--- config.mk ---
export PLATFORM = sky130hd
export DESIGN_NAME = lut_rd_arbiter
export DESIGN_NICKNAME = d
export VERILOG_FILES = /design/src/rtl/lut_rd_arbiter.sv
export SDC_FILE = /design/constraint.sdc
export NUM_CORES = 1
export LEC_CHECK = 0
export CORE_MARGIN = 10
export CORE_UTILIZATION = 56
export DETAILED_ROUTE_END_ITERATION = 10
export DONT_BUFFER_PORTS = 1
export MAX_ROUTING_LAYER = met4
export PLACE_DENSITY = 0.68
export REMOVE_ABC_BUFFERS = 1
export SYNTH_ARGS = -nofsm -noshare
export SYNTH_HDL_FRONTEND = slang
export SYNTH_SLANG_ARGS = --single-unit
--- constraint.sdc ---
create_clock -name i_clk -period 4.6 [get_ports i_clk]
set_input_delay 0.23 -clock i_clk [delete_from_list [all_inputs] [get_ports i_clk]]
set_output_delay 0.23 -clock i_clk [all_outputs]
set_load 0.05 [all_outputs]
--- src/rtl/lut_rd_arbiter.sv ---
// Round-robin arbiter sharing one combinational weight ROM among NUM_REQ channels.
// One lookup is granted per cycle into a single backpressured response register.
module lut_rd_arbiter #(
  parameter int unsigned NUM_REQ = 4,
  parameter int unsigned ID_W    = 2
) (
  input  logic                  i_clk,
  input  logic                  i_rst,
  input  logic [NUM_REQ-1:0]    i_req_valid,
  input  logic [8*NUM_REQ-1:0]  i_req_addr,
  output logic [NUM_REQ-1:0]    o_req_ready,
  output logic [7:0]            o_lut_addr,
  input  logic [23:0]           i_lut_dout,
  output logic                  o_rsp_valid,
  output logic [ID_W-1:0]       o_rsp_id,
  output logic [23:0]           o_rsp_data,
  input  logic                  i_rsp_ready
);

  localparam int unsigned ADDR_W = 8;
  localparam int unsigned DATA_W = 24;

  logic [ID_W-1:0]   ptr_q, ptr_d;
  logic              rsp_valid_q, rsp_valid_d;
  logic [ID_W-1:0]   rsp_id_q, rsp_id_d;
  logic [DATA_W-1:0] rsp_data_q, rsp_data_d;

  logic              can_issue;
  logic              gnt_any;
  logic [ID_W-1:0]   gnt_id;
  logic [ID_W-1:0]   idx;
  logic [ADDR_W-1:0] req_addr [NUM_REQ];

  always_comb begin
    for (int unsigned k = 0; k < NUM_REQ; k++) begin
      req_addr[k] = i_req_addr[ADDR_W*k +: ADDR_W];
    end
  end

  // Slot is free when empty or draining this cycle.
  assign can_issue = !rsp_valid_q || i_rsp_ready;

  // First valid requester in search order starting at ptr_q wins.
  always_comb begin
    gnt_any = 1'b0;
    gnt_id  = '0;
    idx     = '0;
    if (!i_rst && can_issue) begin
      for (int unsigned off = 0; off < NUM_REQ; off++) begin
        idx = ID_W'((32'(ptr_q) + off) % NUM_REQ);
        if (!gnt_any && i_req_valid[idx]) begin
          gnt_any = 1'b1;
          gnt_id  = idx;
        end
      end
    end
  end

  always_comb begin
    o_req_ready = '0;
    o_lut_addr  = '0;
    if (gnt_any) begin
      o_req_ready[gnt_id] = 1'b1;
      o_lut_addr          = req_addr[gnt_id];
    end
  end

  always_comb begin
    ptr_d       = ptr_q;
    rsp_valid_d = rsp_valid_q;
    rsp_id_d    = rsp_id_q;
    rsp_data_d  = rsp_data_q;
    if (gnt_any) begin
      rsp_valid_d = 1'b1;
      rsp_id_d    = gnt_id;
      rsp_data_d  = i_lut_dout;
      ptr_d       = (gnt_id == ID_W'(NUM_REQ - 1)) ? '0 : gnt_id + ID_W'(1);
    end else if (rsp_valid_q && i_rsp_ready) begin
      rsp_valid_d = 1'b0;
    end
  end

  always_ff @(posedge i_clk) begin
    if (i_rst) begin
      ptr_q       <= '0;
      rsp_valid_q <= 1'b0;
      rsp_id_q    <= '0;
      rsp_data_q  <= '0;
    end else begin
      ptr_q       <= ptr_d;
      rsp_valid_q <= rsp_valid_d;
      rsp_id_q    <= rsp_id_d;
      rsp_data_q  <= rsp_data_d;
    end
  end

  assign o_rsp_valid = rsp_valid_q;
  assign o_rsp_id    = rsp_id_q;
  assign o_rsp_data  = rsp_data_q;

endmodule

==> results.json, run 1 <==
{
  "synth_cell_types": 21,
  "cts.path.max_buffers": 2,
  "synth_area_um2": 1480,
  "antenna_left": 0,
  "min_period_ps": 3210,
  "gp_congestion": 0.700,
  "area_growth_pct": 9.66,
  "yosysSeqAreaShare": 0.393,
  "layout.nets": 248,
  "async_reset_ff_frac": 0,
  "numCtsBuffers": 5,
  "cp_top_family": "compound AO/OA/AOI/OAI gates",
  "synth_area_leader_cell": "dfxtp_1",
  "fmax_mhz": 312,
  "p_leak_nw": 0.669,
  "grt_pass1_vias": 1267,
  "worst_setup_path_start_kind": "flip-flop",
  "drive_gt1_frac": 0.0934,
  "tns_ps": 0,
  "powerDensity_nw_per_um2": 465,
  "synth_edf_count": 0,
  "finalHoldViolations": 0,
  "synth_flop_cell": "dfxtp_1",
  "dpl-instance-area_um2": 1520,
  "grt_max_degree": 34,
  "yosys_register_bits": 29,
  "h-tree-depth": 2,
  "post-dp-hpwl_mm": 3.31,
  "dieHeight_um": 71.3,
  "hp-class": "input pin to flip-flop",
  "r2r_slack_ps": 2170,
  "post_cts_buffers": 0,
  "slowest_delay_ps": 910,
  "cp_max_fo": 14,
  "antenna_cells": 0,
  "wirelength_mm": 4.13,
  "finalInstanceArea_um2": 1620,
  "crit_cells": 5,
  "grt_util_all_layers": 0.157,
  "synth_common_cells": "nand2b_1, dfxtp_1, nand2_1",
  "clock_latency_ps": 310,
  "drtIter0Drc": 63,
  "crit_end": "o_lut_addr[0]",
  "reg2regPathDepth": 8,
  "cts_root_buffer": "clkbuf_4",
  "rsz0062_at_grt": "false",
  "antenna_found_initial": 0,
  "relSlewSlack": 0.290,
  "cp.required_ps": 4370,
  "finalMaxSlewViolations": 0,
  "synth_most_common_cell": "nand2b_1",
  "port_buffers": 0,
  "synth_top_area_frac": 0.393,
  "synth.top_cells.by_area": "dfxtp_1, nand2b_1, mux2i_1",
  "timing.hold.ws_ps": 22.2,
  "die_x_um": 71.3,
  "ioPinCount": 102,
  "layoutNonFillerInstCount": 212,
  "initial_core_util": 0.591,
  "cts.sinks": 29,
  "rows": 18,
  "via_per_inst": 5.56,
  "die-area_um2": 5090,
  "vdd_ir_drop_max_mv": 0.333,
  "crit_chain": "nor2b_1 > a21o_1 > a221oi_4 > nand2_1 > o22ai_1",
  "cts_tree": "done",
  "period_share": 0.697,
  "setup_viol": 0,
  "outcome": "finished, final reports clean",
  "r2r-end": "ptr_q[1]",
  "first_pass_iters": 4,
  "drc": 0,
  "grt_pass1_wl_mm": 6.53,
  "synth_cells": 176,
  "clock_skew_ps": 6.03,
  "cp.arrival_ps": 2980,
  "coreArea_um2": 2500,
  "grt-ovfl-total": 0,
  "vias": 1178,
  "place_inst": 203,
  "endpoint_kind": "primary output",
  "clk_pin_slew_ps": 100,
  "worst-path-buf-inv": 0,
  "wl_per_cell_um": 19.5,
  "ys_warn_count": 0,
  "avgSynthCellArea_um2": 8.39,
  "drv_cap": 0,
  "worst-setup-path-type": "flip-flop to primary output",
  "worst_slew_pin_slew_ps": 1080,
  "crit_start": "ptr_q[0]",
  "crit_slowest_cell": "o22ai_1",
  "r2r-start": "ptr_q[0]"
}
per-stage QoR:
step                      setup slack [ps]  total power (W)  utilization
final                                 1390         0.000752        0.648
after global routing                  1240         0.000789        0.648
after CTS                             1400         0.000762        0.648
after detailed placement              1760         0.000542        0.608
after global placement                1880         0.000536        0.608
after floorplan                        325         0.000505            -
worst reg2reg max path: cells and delay by family, from the launching register on:
kind	cells	cell delay, ps
buf+inv	1	160
simple gates	3	480
fa+ha+maj	1	240
compound gates	3	980
flops	1	430
how the worst min path moves through the flow:
stage                   startpoint             end  slack (ps)  cells past startpoint
global route        i_lut_dout[23]  o_rsp_data[23]          20                      2
floorplan                    i_rst     o_rsp_id[0]         300                      1
detailed placement           i_rst     o_rsp_valid         310                      1
global placement             i_rst     o_rsp_valid         300                      1
finish               i_lut_dout[2]   o_rsp_data[2]          20                      2
CTS                  i_lut_dout[2]   o_rsp_data[2]           4                      2
layer usage:
layer  vias up  wire length [µm]  global-route usage
li1        602                 -                   -
met3         2               368              0.0661
met1       530              1600               0.171
met4         0                 8              0.0258
met2        44              2160               0.265
met5         -                 0                   -
timing repair:
item,CTS,global route
resized for setup,0,0
endpoints found under the hold margin,2,0
hold buffers,1,0
placed cells by master (no fill, tap or decap), types with 2 or more instances in the layout:
cell      count
a21oi_1       4
and2_1        4
buf_4         7
clkbuf_4      5
dfxtp_1      29
ha_1          4
inv_1         4
mux2i_1      16
nand2_1      28
nand2b_1     31
nor2_1        2
nor2b_1       2
o21ai_0      27
o22ai_1       8
area by class of cell:
cell class / instances / area, µm²
clock inverters: 2 / 37.5
well taps: 30 / 37.5
clock buffers: 6 / 51.3
fillers: 220 / 881
repair buffers: 8 / 62.6
flip-flops and latches: 29 / 581
multi-input cells: 133 / 835
inverters: 4 / 15.0
kinds of logic after synthesis:
kind of cell	after synthesis	synth area share
simple gates	70	0.247
compound gates	43	0.171
flops	29	0.393
mux	16	0.108
buf+inv	14	0.0466
fa+ha+maj	4	0.0339
where the power goes:
part	switching [W]	internal (W)
registers	0.0000941	0.000275
clock network	0.0000867	0.000129
logic	0.000107	0.0000607
state kept, by name, summed over array words and instances (netlist names):
name / count
o_rsp_id: 2
o_rsp_data: 24
ptr_q: 2
o_rsp_valid: 1
No activity file was read; power rests on OpenSTA's default activity.
==> inputs of run 2 (changes only) <==
Settings changed: ABC_AREA set to 1, PLACE_DENSITY 0.68 to 0.71.
Clock period 4.6 ns to 2.9 ns, I/O delays scaled along.
==> results.json, run 2 <==
{
  "r2r_slack_ps": 710,
  "grt_util_all_layers": 0.183,
  "r2r-end": "ptr_q[1]",
  "post-dp-hpwl_mm": 3.68,
  "largest_register_ffs": 24,
  "synth_common_cells": "nand2_1, nand3_1, nor2_1",
  "worst_setup_path_start_kind": "flip-flop",
  "numCtsBuffers": 5,
  "grt_max_degree": 34,
  "grt_pass1_vias": 1820,
  "die_x_um": 76.0,
  "powerDensity_nw_per_um2": 1090,
  "period_share": 0.882,
  "cp_max_fo": 28,
  "drc": 0,
  "cp.arrival_ps": 2410,
  "yosys_register_bits": 29,
  "synth.top_cells.by_area": "dfxtp_1, nand2_1, nand3_1",
  "drive_gt1_frac": 0.132,
  "clock_latency_ps": 320,
  "antenna_cells": 0,
  "dieHeight_um": 76.0,
  "synth_cell_types": 20,
  "coreArea_um2": 3030,
  "area_growth_pct": 25.8,
  "die-area_um2": 5780,
  "rows": 20,
  "endpoint_kind": "primary output",
  "use_met3": 0.0554,
  "synth_cells": 290,
  "crit_slowest_cell": "dfxtp_2",
  "cts.path.max_buffers": 2,
  "grt_pass1_wl_mm": 8.72,
  "ioPinCount": 102,
  "synth_top_area_frac": 0.330,
  "fillerInstances": 266,
  "finalMaxSlewViolations": 0,
  "grt-ovfl-total": 0,
  "outcome": "finished, final reports clean",
  "cp_top_family": "simple AND/OR/NAND/NOR gates",
  "multi_input_area_um2": 991,
  "worst-path-buf-inv": 6,
  "seq_area_um2": 582,
  "crit_chain": "inv_2 > nand2_1 > nand3_1 > nand2_1 > inv_1 > nand3_2 > nand2_4 > inv_4 > nand2_8 > inv_1 > ha_1 > inv_1 > nor2_1 > buf_4",
  "fmax_mhz": 391,
  "antenna_found_initial": 0,
  "reg2regPathDepth": 13,
  "crit_end": "o_req_ready[3]",
  "avgSynthCellArea_um2": 6.06,
  "min_period_ps": 2560,
  "cts.sinks": 29,
  "dp_slack_ps": 566,
  "drv_cap": 0,
  "worst_slew_pin_slew_ps": 724,
  "path_common_cell": "inv_1",
  "layout_setup_ws_ps": 342,
  "setup_viol": 0,
  "ys_warn_count": 0,
  "p_leak_nw": 1.20,
  "clock_skew_ps": 9.21,
  "port_buffers": 0,
  "synth_edf_count": 0,
  "rsz0062_at_grt": "false",
  "cp.required_ps": 2760,
  "hp-class": "input pin to flip-flop",
  "grt.met2_usage": 0.301,
  "tns_ps": 0,
  "yosysSeqAreaShare": 0.330,
  "synth_area_leader_cell": "dfxtp_1",
  "vias": 1873,
  "crit_cells": 14,
  "gp_congestion": 0.884,
  "synth_most_common_cell": "nand2_1",
  "clk_pin_slew_ps": 90,
  "cts_tree": "done",
  "wirelength_mm": 5.32,
  "cts_root_buffer": "clkbuf_4",
  "grtUsageMet1": 0.203,
  "first_pass_iters": 4,
  "via_per_inst": 5.06,
  "drtIter0Drc": 130,
  "worst-setup-path-type": "flip-flop to primary output",
  "h-tree-depth": 2,
  "synth_flop_cell": "dfxtp_1",
  "slowest_delay_ps": 400,
  "antenna_left": 0,
  "mostFrequentLayoutCells": "nand2_1, nand3_1, nor2_1",
  "initial_core_util": 0.580,
  "crit_start": "ptr_q[0]",
  "mostFrequentLayoutCell": "nand2_1",
  "async_reset_ff_frac": 0,
  "vdd_ir_drop_max_mv": 0.650,
  "relSlewSlack": 0.514,
  "finalHoldViolations": 0,
  "grt_busiest_layer": "met2",
  "r2r-start": "ptr_q[0]",
  "layout.nets": 392,
  "wl_per_cell_um": 14.4,
  "synth_area_um2": 1760
}
run 2: changes by cell type after synthesis, moves of 8 or more:
cell      previous run  this run
inv_1                4        23
o21ai_0             27         3
nand3_1              0        44
nand2b_1            31         0
o22ai_1              8         0
nor2_1               2        33
nand2_1             28       118
mux2i_1             16         0
run 2: layer usage:
| metal | up-vias | part of all wire | wire (µm) |
|---|---|---|---|
| met1 | 829 | 0.40 | 2140 |
| li1 | 964 | - | - |
| met3 | 11 | 0.084 | 449 |
| met5 | - | 0 | 0 |
| met4 | 0 | 0.019 | 102 |
| met2 | 69 | 0.49 | 2630 |
run 2: final cells by class:
class,count,share of cell area
repair buffers,41,0.173
multi-input cells,219,0.448
inverters,29,0.0515
flip-flops and latches,29,0.263
clock buffers,7,0.0249
well taps,44,0.0249
clock inverters,1,0.0136
run 2: timing repair:
| item | CTS | global route |
|---|---|---|
| gates resized for setup | 0 | 3 |
| setup buffers | 0 | 0 |
| hold endpoints to repair | 26 | 0 |
| endpoints found under the setup margin | 0 | 4 |
| hold buffers | 25 | 0 |
run 2: worst min path at each step:
stage | startpoint | endpoint | slack, ps | depth (start not counted)
floorplan | i_rst | o_rsp_id[0] | 210 | 1
global placement | i_rst | o_rsp_id[0] | 220 | 1
detailed placement | i_rst | o_rsp_id[1] | 220 | 1
CTS | i_rsp_ready | o_rsp_valid | 80 | 3
global route | i_rsp_ready | o_rsp_valid | 180 | 3
finish | i_rsp_ready | o_rsp_valid | 100 | 3
run 2: worst register-to-register path, stage by stage, from the launching register on:
cell and delay (ps):
dfxtp_2 400, buf_4 170, nand2_2 70, nand3_2 80, nand2_1 100, nor2_4 160
nand3_2 120, nand2_4 90, inv_4 90, nand2_8 170, inv_1 110, ha_1 290
o21ai_0 170, a21oi_1 60
run 2: logic make-up (layout without fill, tap and decap cells):
group,after synthesis,count (layout),synth area share
adders and majority gates,4,4,0.0285
DFF,29,29,0.330
buffers and inverters,42,78,0.107
and+or+nand+nor,208,208,0.514
AOI/OAI and AO/OA,7,7,0.0199
run 2: report_power, final:
| group | internal, W | leakage (nW) | switching, W |
|---|---|---|---|
| Sequential | 0.000499 | 0.241 | 0.000380 |
| Clock | 0.000206 | 0.0455 | 0.000138 |
| Combinational | 0.000376 | 0.918 | 0.000814 |
run 2: stage by stage:
stage | hold WS, ps | power (W) | instances | util | area [µm²]
6_report | 102 | 0.00241 | 370 | 0.730 | 2210
2_1_floorplan | 214 | 0.00173 | 277 | - | 1680
3_3_place_gp | 221 | 0.00203 | 337 | 0.617 | 1870
5_1_grt | 183 | 0.00259 | 370 | 0.730 | 2210
3_5_place_dp | 221 | 0.00203 | 337 | 0.617 | 1870
4_1_cts | 83.5 | 0.00241 | 370 | 0.728 | 2200
==> inputs of run 3 (changes only) <==
Settings changed: ABC_AREA 1 to unset, CORE_UTILIZATION 56 to 55, PLACE_DENSITY 0.71 to 0.7.
==> results.json, run 3 (synthesized netlist as in run 1, its figures left out) <==
{
  "outcome": "finished, final reports clean",
  "cts_tree": "done",
  "first_pass_iters": 4,
  "p_leak_nw": 0.802,
  "h-tree-depth": 2,
  "rows": 18,
  "tns_ps": 0,
  "drv_cap": 0,
  "cts.sinks": 29,
  "min_to": "o_rsp_data[3]",
  "drc": 0,
  "clk_pin_slew_ps": 100,
  "die_x_um": 71.8,
  "post-dp-hpwl_mm": 3.03,
  "grt_max_degree": 60,
  "post_cts_buffers": 0,
  "mostFrequentLayoutCells": "nand2b_1, dfxtp_1, nand2_1",
  "final_core_util": 0.760,
  "grt_util_all_layers": 0.169,
  "dp_slack_ps": 496,
  "layout.nets": 277,
  "period_share": 0.908,
  "vdd_ir_drop_max_mv": 0.599,
  "cts_root_buffer": "clkbuf_4",
  "cts.path.max_buffers": 2,
  "min_from": "i_rst",
  "antenna_left": 0,
  "mostFrequentLayoutCell": "nand2b_1",
  "gp_congestion": 0.771,
  "finalMaxSlewViolations": 0,
  "p_int_w": 0.000771,
  "power_frac_clock": 0.278,
  "die-area_um2": 5160,
  "hp-class": "input pin to flip-flop",
  "port_buffers": 0,
  "initial_core_util": 0.585,
  "antenna_cells": 0,
  "coreArea_um2": 2520,
  "r2r_slack_ps": 800,
  "numCtsBuffers": 5,
  "fmax_mhz": 380,
  "setup_viol": 0,
  "wirelength_mm": 4.46,
  "worst-setup-path-type": "flip-flop to primary output",
  "clock_latency_ps": 320,
  "cp_max_fo": 59,
  "layout_setup_ws_ps": 267,
  "area_growth_pct": 29.9,
  "grt_pass1_wl_mm": 6.97,
  "reg2regPathDepth": 8,
  "via_per_inst": 5.53,
  "layoutNonFillerInstCount": 241,
  "powerDensity_nw_per_um2": 646,
  "seqPwrFrac": 0.474,
  "worst_slew_pin_slew_ps": 560,
  "r2r-end": "ptr_q[1]",
  "vias": 1332,
  "dieHeight_um": 71.8,
  "grt_pass1_vias": 1397,
  "antenna_found_initial": 0,
  "drive_gt1_frac": 0.0995,
  "cp.required_ps": 2760,
  "clock_skew_ps": 13.3,
  "rsz0062_at_grt": "false",
  "hold_path_depth": 2,
  "min_period_ps": 2630,
  "p_total_w": 0.00124,
  "p_sw_frac": 0.378,
  "fillerInstances": 181,
  "relSlewSlack": 0.623,
  "ioPinCount": 102,
  "endpoint_kind": "primary output",
  "finalHoldViolations": 0,
  "wl_per_cell_um": 18.5,
  "largest_register_ffs": 24,
  "grt-ovfl-total": 0,
  "cp.arrival_ps": 2490,
  "worst_setup_path_start_kind": "flip-flop",
  "place_inst": 208,
  "switching_power_w": 0.000468,
  "drtIter0Drc": 73,
  "p_comb_frac": 0.247,
  "r2r-start": "ptr_q[1]"
}
run 3: cell types whose count changed in the layout (fill, tap and decap cells not counted), sizes merged, moves of 3 or more:
| cell | delta |
|---|---|
| nand2 | -99 |
| nand3 | -47 |
| nor2 | -32 |
| nand2b | +31 |
| o21ai | +25 |
| inv | -24 |
| mux2i | +16 |
| o22ai | +8 |
| and2 | +4 |
| buf | -4 |
| nor2b | +3 |
run 3: metrics by stage:
step                      cell area, µm²  hold slack [ps]
after global routing                1920            0.153
after global placement              1580              218
after detailed placement            1580              222
final                               1920             6.95
after floorplan                     1420              214
after CTS                           1920            0.534
run 3: what timing repair did:
item / in CTS / in global routing
setup endpoints to repair: 0 / 6
hold buffers: 25 / 0
resized for setup: 0 / 1
endpoints found under the hold margin: 28 / 0
run 3: critical path: stages, from the launching register on:
cell and delay (ps):
dfxtp_1 490, nand2b_1 170, nor2b_1 190, nor2b_4 170, buf_4 400, o21ai_1 280, o22ai_1 240, buf_4 230
run 3: layer usage:
metal	share of wire	GRT usage
met1	0.36	0.167
met4	0.0034	0.0258
met5	0	-
met3	0.096	0.0730
met2	0.54	0.306
run 3: layout make-up:
class / instances / area (µm²) / share of cell area
Multi-Input combinational cell: 133 / 835 / 0.435
Sequential cell: 29 / 581 / 0.303
Timing Repair Buffer: 37 / 365 / 0.190
Clock buffer: 7 / 55.1 / 0.0287
Tap cell: 30 / 37.5 / 0.0196
Clock inverter: 1 / 30.0 / 0.0157
Inverter: 4 / 15.0 / 0.00783
run 3: power by group through the flow:
| stage | Clock (W) | Combinational [W] | Sequential [W] |
|---|---|---|---|
| 6_report | 0.000345 | 0.000306 | 0.000587 |
| 5_1_grt | 0.000368 | 0.000334 | 0.000593 |
| 4_1_cts | 0.000351 | 0.000306 | 0.000588 |
| 3_5_place_dp | 0 | 0.000275 | 0.000597 |
| 3_3_place_gp | 0 | 0.000267 | 0.000596 |
| 2_1_floorplan | 0 | 0.000215 | 0.000586 |
run 3: worst max-delay path by stage:
stage / startpoint / to / slack, ps / cells past startpoint
final: o_rsp_valid / o_lut_addr[3] / 270 / 7
after global routing: o_rsp_valid / o_lut_addr[3] / 30 / 7
after CTS: o_rsp_valid / o_lut_addr[3] / 130 / 7
after floorplan: o_rsp_valid / o_lut_addr[2] / -1290 / 5
after detailed placement: o_rsp_valid / o_lut_addr[3] / 500 / 7
after global placement: o_rsp_valid / o_lut_addr[6] / 620 / 7
